`src/rtl/ushift_pkg.sv`:
```
// ushift_pkg: mode encodings and helpers shared by the universal shift register.
`default_nettype none

package ushift_pkg;

  typedef logic [1:0] mode_t;

  localparam mode_t MODE_HOLD = 2'b00;
  localparam mode_t MODE_SHL  = 2'b01;
  localparam mode_t MODE_SHR  = 2'b10;
  localparam mode_t MODE_LOAD = 2'b11;

  function automatic logic is_shift(input mode_t m);
    return (m == MODE_SHL) || (m == MODE_SHR);
  endfunction

endpackage

`default_nettype wire

```
`src/rtl/ushift_cell.sv`:
```
// ushift_cell: one register bit -- 4:1 next-value mux plus async active-low reset flop.
`default_nettype none

module ushift_cell
  import ushift_pkg::*;
#(
  parameter logic RST_BIT = 1'b0
) (
  input  logic  clk,
  input  logic  rst,
  input  logic  i_en,
  input  mode_t i_mode,
  input  logic  i_load,
  input  logic  i_shl,
  input  logic  i_shr,
  output logic  o_q,
  output logic  o_qb
);

  logic r_q;
  logic w_nxt;

  always_comb begin
    w_nxt = r_q;
    if (i_en) begin
      case (i_mode)
        MODE_SHL:  w_nxt = i_shl;
        MODE_SHR:  w_nxt = i_shr;
        MODE_LOAD: w_nxt = i_load;
        default:   w_nxt = r_q;
      endcase
    end
  end

  always_ff @(posedge clk or negedge rst) begin
    if (!rst) begin
      r_q <= RST_BIT;
    end else begin
      r_q <= w_nxt;
    end
  end

  assign o_q  = r_q;
  assign o_qb = ~r_q;

endmodule

`default_nettype wire

```
`src/rtl/ushift_reg.sv`:
```
// ushift_reg: universal shift register with saturating shift counter and flush pulse.
// Defining USHIFT_ROTATE_EN turns SHL/SHR into rotates and ignores sin_l/sin_r.
`default_nettype none

module ushift_reg
  import ushift_pkg::*;
#(
  parameter int               WIDTH   = 8,
  parameter logic [WIDTH-1:0] RST_VAL = '0,
  localparam int              CNT_W   = $clog2(WIDTH + 1)
) (
  input  logic             clk,
  input  logic             rst,
  input  logic             en,
  input  mode_t            mode,
  input  logic [WIDTH-1:0] d,
  input  logic             sin_l,
  input  logic             sin_r,
  output logic [WIDTH-1:0] q,
  output logic [WIDTH-1:0] qb,
  output logic             sout_l,
  output logic             sout_r,
  output logic [CNT_W-1:0] shift_cnt,
  output logic             flushed
);

  localparam logic [CNT_W-1:0] c_CNT_MAX = CNT_W'(WIDTH);

  logic [WIDTH-1:0] w_q;
  logic [WIDTH-1:0] w_qb;
  logic [WIDTH-1:0] w_shl_in;
  logic [WIDTH-1:0] w_shr_in;

  logic [CNT_W-1:0] r_cnt;
  logic             r_flushed;
  logic [CNT_W-1:0] w_cnt_nxt;
  logic             w_flushed_nxt;

`ifdef USHIFT_ROTATE_EN
  logic w_unused_sin;
  assign w_unused_sin = sin_l ^ sin_r;
  assign w_shl_in     = {w_q[WIDTH-2:0], w_q[WIDTH-1]};
  assign w_shr_in     = {w_q[0], w_q[WIDTH-1:1]};
`else
  assign w_shl_in     = {w_q[WIDTH-2:0], sin_l};
  assign w_shr_in     = {sin_r, w_q[WIDTH-1:1]};
`endif

  for (genvar i = 0; i < WIDTH; i++) begin : g_bit
    ushift_cell #(
      .RST_BIT (RST_VAL[i])
    ) u_cell (
      .clk    (clk),
      .rst    (rst),
      .i_en   (en),
      .i_mode (mode),
      .i_load (d[i]),
      .i_shl  (w_shl_in[i]),
      .i_shr  (w_shr_in[i]),
      .o_q    (w_q[i]),
      .o_qb   (w_qb[i])
    );
  end

  // flushed is a single-edge pulse, so every non-saturating path clears it.
  always_comb begin
    w_cnt_nxt     = r_cnt;
    w_flushed_nxt = 1'b0;
    if (en) begin
      if (mode == MODE_LOAD) begin
        w_cnt_nxt = '0;
      end else if (is_shift(mode) && (r_cnt != c_CNT_MAX)) begin
        w_cnt_nxt     = r_cnt + 1'b1;
        w_flushed_nxt = (r_cnt == c_CNT_MAX - 1'b1);
      end
    end
  end

  always_ff @(posedge clk or negedge rst) begin
    if (!rst) begin
      r_cnt     <= '0;
      r_flushed <= 1'b0;
    end else begin
      r_cnt     <= w_cnt_nxt;
      r_flushed <= w_flushed_nxt;
    end
  end

  assign q         = w_q;
  assign qb        = w_qb;
  assign sout_l    = w_q[WIDTH-1];
  assign sout_r    = w_q[0];
  assign shift_cnt = r_cnt;
  assign flushed   = r_flushed;

endmodule

`default_nettype wire

```
`config.mk`:
```
export PLATFORM = sky130hd
export DESIGN_NAME = ushift_reg
export DESIGN_NICKNAME = d
export VERILOG_FILES = /design/src/rtl/ushift_pkg.sv /design/src/rtl/ushift_cell.sv /design/src/rtl/ushift_reg.sv
export SDC_FILE = /design/constraint.sdc
export NUM_CORES = 1
export LEC_CHECK = 0
export ABC_CLOCK_PERIOD_IN_PS = 1350
export CAP_MARGIN = 20
export CORE_ASPECT_RATIO = 0.8
export CORE_MARGIN = 4
export CORE_UTILIZATION = 41
export CTS_CLUSTER_SIZE = 28
export DETAILED_ROUTE_END_ITERATION = 12
export GPL_ROUTABILITY_DRIVEN = 1
export PLACE_DENSITY = 0.78
export SLEW_MARGIN = 40
export SYNTH_ARGS = -nofsm -noshare
export SYNTH_HDL_FRONTEND = slang
export SYNTH_HIERARCHICAL = 1
export SYNTH_SLANG_ARGS = --single-unit
```
`constraint.sdc`:
```
create_clock -name clk -period 1.35 [get_ports clk]
set_input_delay 0.27 -clock clk [delete_from_list [all_inputs] [get_ports clk]]
set_output_delay 0.27 -clock clk [all_outputs]
set_load 0.1 [all_outputs]
```
==> results of run 1 <==
flip-flops by register name, indices dropped and copies added, names as in the netlist:
signal,cells
flushed,1
g_bit.u_cell/o_q,8
shift_cnt,4
placed cells by master, fill, tap and decap left out:
cell type	netlist	layout
a21o_2	1	1
a2bb2oi_2	0	1
a31oi_1	8	8
and2b_2	1	1
buf_12	0	25
buf_4	2	17
buf_6	0	1
clkbuf_1	0	1
clkbuf_4	0	3
clkdlybuf4s50_1	0	12
clkinvlp_4	0	7
dfrtp_1	13	1
dfrtp_2	0	3
dfrtp_4	0	9
dlymetal6s2s_1	0	2
ha_1	3	1
ha_4	0	2
inv_1	20	11
inv_4	0	2
mux2i_1	9	9
nand2_1	1	1
nand2_4	0	1
nand2b_1	2	2
nand3_1	9	8
nand3_2	0	1
nand4_1	1	1
nor2_1	9	9
nor2b_1	1	1
nor4_1	1	1
o2111ai_1	2	2
o21a_1	1	1
o221a_2	8	8
o22ai_1	2	2
o311ai_2	0	2
worst register-to-register path: stages, from the launching register on:
cell	delay (ns)
dfrtp_4	0.54
inv_4	0.09
ha_4	0.15
nand2_4	0.05
o21a_1	0.21
o311ai_2	0.30
Yosys cell counts:
master / instances / area [um^2]
a21o_2: 1 / 8.76
a2bb2oi_1: 1 / 8.76
a31oi_1: 8 / 50.1
and2b_2: 1 / 8.76
buf_4: 2 / 15.0
dfrtp_1: 13 / 325
ha_1: 3 / 37.5
inv_1: 20 / 75.1
mux2i_1: 9 / 90.1
nand2_1: 1 / 3.75
nand2_2: 1 / 6.26
nand2b_1: 2 / 12.5
nand3_1: 9 / 45.0
nand4_1: 1 / 6.26
nor2_1: 9 / 33.8
nor2b_1: 1 / 6.26
nor4_1: 1 / 6.26
o2111ai_1: 2 / 17.5
o21a_1: 1 / 7.51
o221a_2: 8 / 90.1
o22ai_1: 2 / 12.5
o311ai_1: 2 / 17.5
worst paths after layout:
kind | from | to
max | shift_cnt[1] | shift_cnt[1]
min | rst | shift_cnt[3]
max in group asynchronous | rst | g_bit[6].u_cell/o_q
min in group clk | mode[1] | shift_cnt[3]
min reg2reg | shift_cnt[3] | flushed
max reg2reg | shift_cnt[1] | shift_cnt[1]
metrics by stage:
step	utilization (%)	instances	area [um^2]
3_5_place_dp	83.5	163	1640
3_3_place_gp	83.5	163	1640
4_1_cts	88.5	176	1740
6_report	93.6	181	1840
2_1_floorplan	-	98	966
5_1_grt	93.6	181	1840
layer usage:
layer,vias to the layer above,part of all wire (%),GRT usage [%]
met5,-,0,0
met4,0,2.9,7.38
met3,16,9.9,2.09
met2,86,50,31.1
met1,534,37,28.6
li1,481,-,-
timing repair:
item / 4_1_cts / 5_1_grt
setup endpoints to repair: 11 / 22
buffers inserted: 9 / 5
hold buffers: 0 / 0
resized for setup: 1 / 11
pin swaps: 0 / 3
layout make-up:
cell class | count | share of cell area (%)
Multi-Input combinational cell | 63 | 28.6
Timing Repair Buffer | 57 | 42.7
Inverter | 20 | 5.79
Sequential cell | 13 | 19.8
Clock buffer | 4 | 1.43
Tap cell | 24 | 1.64
power by group through the flow:
stage / registers (mW) / logic [mW] / clock network, mW
floorplan: 1.49 / 0.864 / 0
global placement: 0.817 / 2.49 / 0
detailed placement: 0.824 / 2.53 / 0
CTS: 0.776 / 2.69 / 0.256
global route: 0.812 / 3.00 / 0.301
finish: 0.797 / 2.91 / 0.273
logic make-up after synthesis:
logic type      count (synthesis)  share of synthesized area [%]
buf+inv                        22                           10.2
flops                          13                           36.8
mux                             9                           10.2
simple gates                   26                           14.6
fa+ha+maj                       3                           4.24
compound gates                 25                           24.0
==> impl_metrics.tcl, run 1 <==
set metrics [dict create \
    fillers 63 \
    endpoint_kind "flip-flop" \
    avgRoutedWirePerCell_um 21.0 \
    finalWorstSetupSlack_ns -0.100 \
    path_delay_family "flip-flops" \
    fin_setup_tns_ns -0.343 \
    drc 0 \
    ys_types 22 \
    reg2reg_setup_slack_ns -0.1 \
    clockBufferDepth 2 \
    antenna-diode-count 0 \
    p_per_area_mw_per_mm2 2170 \
    rows 14 \
    register_area_um2 363 \
    firstDrtPassIters 5 \
    critPathBufInv 1 \
    preCtsSetupSlack_ns -0.347 \
    finalPower_mw 3.98 \
    p_switching_mw 2.18 \
    fin_crit_sh_pct 107 \
    place.gp.congestion 0.771 \
    ctsRootBufferMaster "clkbuf_4" \
    crit_path_top_delay_cell "dfrtp_4" \
    grt_pass1_wl_mm 4.53 \
    design.die.area_mm2 0.00297 \
    p_int_mw 1.80 \
    dp_hpwl_mm 2.01 \
    critPathMaxStageDelay_ns 0.54 \
    num-nets-final 176 \
    drt-initial-drc-count 54 \
    crit_type "flip-flop to flip-flop" \
    syn_area_um2 885 \
    path_max_fanout 4 \
    drive_gt1_share_pct 53.5 \
    die_x_um 59.9 \
    worst_hold_path_type "primary input to async pin" \
    routed_wl_mm 3.81 \
    yosys_warnings 6 \
    ant_nets 0 \
    violations "negative setup slack" \
    ios 38 \
    critPathLaunchType "flip-flop" \
    rsz0062_at_grt "true" \
    hold_viol 0 \
    antenna_found_initial 0 \
    die-height_um 49.5 \
    finalMaxSlewViolations 0 \
    grt_overflow 0 \
    vias_per_cell 6.17 \
    numCtsBuffers 3 \
    grt_pass1_vias 933 \
    num_vias 1117 \
    p_clk_share_pct 6.9 \
    status "complete, but fails checks" \
    path_clk_slew_ns 0.10 \
    grt_max_degree 31 \
    yosys_register_bits 13 \
    cp_data_arrival_time_ns 1.64 \
    cts_max_level 1 \
    cts_tree "built" \
    irDropWorstVdd_v 0.00248 \
    clock.fmax_mhz 690 \
    area_growth_pct 107 \
    switching_share_pct 54.7 \
    synthCells 98 \
    fin_crit_ns 1.45 \
    ys_seq_area_share_pct 36.8 \
    fp.coreArea_mm2 0.00196 \
    path_depth 5 \
    port_buffers 37 \
    synthesis.nets 116 \
    finalClockSkew_ns 0.00533 \
    setup_viol 11 \
    initial_core_util_pct 45.1 \
    ff2ff_path_depth 5 \
    path_cells "inv_4 -> ha_4 -> nand2_4 -> o21a_1 -> o311ai_2" \
    drv_cap 0 \
    worstMarginPinSlew_ns 0.438 \
    required_ns 1.54 \
    multi_input_area_um2 526 \
    clk-insertion-delay-late_ns 0.30 \
    synth_area_per_cell_um2 9.03 \
    max_slew_margin_pct 70.5 \
    track_usage_pct 20.2 \
    comb_power_share_pct 73.1 \
    cts.sinks 13 \
    holdWs_ns 0.291 \
    p_leak_nw 0.811 \
    power_frac_seq_pct 20.0 \
]
Power figures use the tool's default switching activity.
==> inputs of run 2 (changes only) <==
--- a/config.mk
+++ b/config.mk
@@ -14,7 +14,8 @@
 export DETAILED_ROUTE_END_ITERATION = 12
 export GPL_ROUTABILITY_DRIVEN = 1
 export PLACE_DENSITY = 0.78
-export SLEW_MARGIN = 40
+export SETUP_SLACK_MARGIN = 0.4
+export SLEW_MARGIN = 20
 export SYNTH_ARGS = -nofsm -noshare
 export SYNTH_HDL_FRONTEND = slang
 export SYNTH_HIERARCHICAL = 1
==> run 2 against run 1 <==
Synthesized cell count stayed put. Synthesized area did not move. The run now fails in global routing (5_1_grt).
==> impl_metrics.tcl, run 2 <==
set metrics [dict create \
    ys_types 22 \
    numCtsBuffers 3 \
    grt-worst-endpoint "shift_cnt[0]$_DFFE_PN0P_/D" \
    status "did not finish" \
    worst_endpoint_kind "register input" \
    synthesis.nets 116 \
    cts_max_level 1 \
    rows 14 \
    preCtsSetupSlack_ns -0.321 \
    ios 38 \
    synthArstFlopShare_pct 100 \
    ctsRootBufferMaster "clkbuf_4" \
    clockBufferDepth 2 \
    die_x_um 59.9 \
    synth_area_per_cell_um2 9.03 \
    cts_hold_buf 0 \
    grt_max_degree 17 \
    synth_top_cell_by_area "dfrtp_1" \
    synth_edf_count 0 \
    stop_error "[ERROR DPL-0038] Utilization greater than 100%, impossible to legalize" \
    yosys_register_bits 13 \
    place_area_mm2 0.00165 \
    port_buffers 37 \
    initial_core_util_pct 45.1 \
    ys_seq_area_share_pct 36.8 \
    synth_top_area_share_pct 36.8 \
    yosys-top-cells-area "dfrtp_1, mux2i_1, o221a_2, inv_1, a31oi_1" \
    dp_hpwl_mm 2.23 \
    syn_area_um2 885 \
    cts.sinks 13 \
    die-height_um 49.5 \
    place.gp.congestion 0.816 \
    yosys_warnings 6 \
    synth_most_common_cell "inv_1" \
    stop_stage "global routing (5_1_grt)" \
    yosys-top-cells-count "inv_1, dfrtp_1, mux2i_1, nand3_1, nor2_1" \
    synth-main-ff-cell "dfrtp_1" \
    synthCells 98 \
]
## run 2: cell counts after synthesis
Identical to the previous run, type by type.
## run 2: repair_timing
item | in CTS
cloned | 2
setup buffers | 11
pin swaps | 8
setup endpoints to repair | 36
gates resized for setup | 25
## run 2: cell families after synthesis
kind of cell | share of synthesized area [%]
DFF | 36.8
adders and majority gates | 4.24
AOI/OAI and AO/OA | 24.0
and+or+nand+nor | 14.6
buffers and inverters | 10.2
muxes | 10.2
## run 2: metrics by stage
| stage | hold slack (ns) | setup TNS, ns | utilization [%] | std cells |
|---|---|---|---|---|
| after floorplan | -0.0256 | -0.605 | - | 98 |
| after global placement | 0.556 | -2.94 | 84.1 | 163 |
| after detailed placement | 0.570 | -3.49 | 84.1 | 163 |
| after CTS | 0.324 | -0.0242 | 97.3 | 180 |
==> inputs of run 3 (changes only) <==
--- a/config.mk
+++ b/config.mk
@@ -7,14 +7,11 @@
 export LEC_CHECK = 0
 export ABC_CLOCK_PERIOD_IN_PS = 1350
 export CAP_MARGIN = 20
-export CORE_ASPECT_RATIO = 0.8
-export CORE_MARGIN = 4
-export CORE_UTILIZATION = 41
-export CTS_CLUSTER_SIZE = 28
+export CORE_AREA = 4 4 65 67
 export DETAILED_ROUTE_END_ITERATION = 12
+export DIE_AREA = 0 0 69 71
 export GPL_ROUTABILITY_DRIVEN = 1
-export PLACE_DENSITY = 0.78
-export SETUP_SLACK_MARGIN = 0.4
+export PLACE_DENSITY_LB_ADDON = 0.15
 export SLEW_MARGIN = 20
 export SYNTH_ARGS = -nofsm -noshare
 export SYNTH_HDL_FRONTEND = slang
==> run 3 against run 2 <==
The run now ends clean.
==> impl_metrics.tcl, run 3 (synthesis results as in run 1) <==
set metrics [dict create \
    critPathLaunchType "flip-flop" \
    path_delay_family "flip-flops" \
    fin_crit_ns 1.32 \
    fp.coreArea_mm2 0.00363 \
    clk-insertion-delay-late_ns 0.24 \
    stdcell_count 195 \
    finalMaxSlewViolations 0 \
    cts_max_level 1 \
    ant_nets 0 \
    path_clk_slew_ns 0.06 \
    preCtsSetupSlack_ns -0.357 \
    cts_tree "built" \
    finalPower_mw 3.89 \
    rows 22 \
    fin_crit_sh_pct 98.1 \
    status "complete, no violations" \
    largest_register_ffs 8 \
    max_slew_margin_pct 84.3 \
    area_growth_pct 105 \
    placed_cells 187 \
    mostFrequentLayoutCells "buf_12, clkdlybuf4s50_1, inv_1" \
    place.gp.congestion 0.713 \
    antenna_found_initial 0 \
    die_x_um 69 \
    port_buffers 37 \
    irDropWorstVdd_v 0.00118 \
    required_ns 1.08 \
    ctsRootBufferMaster "clkbuf_8" \
    grt_overflow 0 \
    worstMarginPinSlew_ns 0.233 \
    critPathMaxStageDelay_ns 0.50 \
    setup_viol 0 \
    finalWorstSetupSlack_ns 0.0252 \
    drive_gt1_share_pct 50.3 \
    hold_viol 0 \
    p_leak_nw 0.770 \
    cts_hold_buf 0 \
    grt_pass1_vias 967 \
    fillers 336 \
    critPathBufInv 2 \
    antenna-diode-count 0 \
    avgRoutedWirePerCell_um 14.1 \
    grt_pass1_wl_mm 4.77 \
    dp_hpwl_mm 2.00 \
    endpoint_kind "primary output" \
    clockBufferDepth 2 \
    rsz0062_at_grt "true" \
    numCtsBuffers 3 \
    cts.sinks 13 \
    clock.fmax_mhz 755 \
    drt-initial-drc-count 30 \
    drc 0 \
    drv_cap 0 \
    routed_wl_mm 2.76 \
    layout_commonest_cell "buf_12" \
    vias_per_cell 4.81 \
    worst_hold_path_type "primary input to async pin" \
    stdcell_area_mm2 0.00182 \
    path_cells "buf_4 -> buf_12" \
    crit_path_top_delay_cell "dfrtp_4" \
    design.die.area_mm2 0.00490 \
    firstDrtPassIters 4 \
    grt_max_degree 30 \
    cp_data_arrival_time_ns 1.05 \
    initial_core_util_pct 24.3 \
    path_max_fanout 4 \
    p_per_area_mw_per_mm2 2140 \
    place_area_mm2 0.00167 \
    die-height_um 71 \
    track_usage_pct 11.8 \
    num_vias 938 \
    ios 38 \
    crit_type "flip-flop to primary output" \
    holdWs_ns 0.341 \
    finalClockSkew_ns 0.00236 \
    num-nets-final 166 \
]
==> run 3: stage by stage <==
stage / setup TNS, ns / util (%)
finish: 0 / 50.0
global route: -0.0311 / 50.0
CTS: -0.00453 / 48.8
detailed placement: -3.95 / 45.9
global placement: -3.47 / 45.9
floorplan: -0.752 / -
==> run 3: final cells by class <==
cell class	count	area, um^2	area share (%)
sequential	13	363	20.0
tap	48	60.1	3.31
multi-input combinational	63	528	29.1
timing repair buffer	47	714	39.3
inverter	20	106	5.85
clock buffer	4	45.0	2.48
==> run 3: worst paths after layout <==
kind / slack, ns / start / to / depth (start not counted)
setup / recovery: 0.03 / shift_cnt[1] / shift_cnt[1] / 2
max in group asynchronous: 0.82 / rst / g_bit[5].u_cell/o_q / 2
setup reg to reg: 0.03 / shift_cnt[0] / shift_cnt[1] / 5
min in group clk: 0.52 / mode[1] / flushed / 3
hold / removal: 0.34 / rst / flushed / 2
hold reg to reg: 0.59 / shift_cnt[3] / flushed / 1
==> run 3: power by group <==
group | switching, mW | total, mW | leakage [nW] | internal [mW]
clock network | 0.138 | 0.346 | 0.0228 | 0.208
registers | 0.268 | 0.816 | 0.140 | 0.547
logic | 1.64 | 2.73 | 0.607 | 1.09
total | 2.04 | 3.89 | 0.770 | 1.85
==> run 3: repair_timing <==
action                     CTS  global route
buffers inserted             2             2
setup endpoints to repair   12             5
pin swaps                    0             2
gates resized for setup      7             5
==> run 3: metal layers <==
metal  share of wire, %  track usage [%]  vias up  routed length (um)
li1                   -                -      458                   -
met1                 45             14.9      455                1230
met2                 51             19.8       23                1410
met3                3.4             1.99        2                  93
met4               0.98             4.77        0                  27
met5                  0                0        -                   0
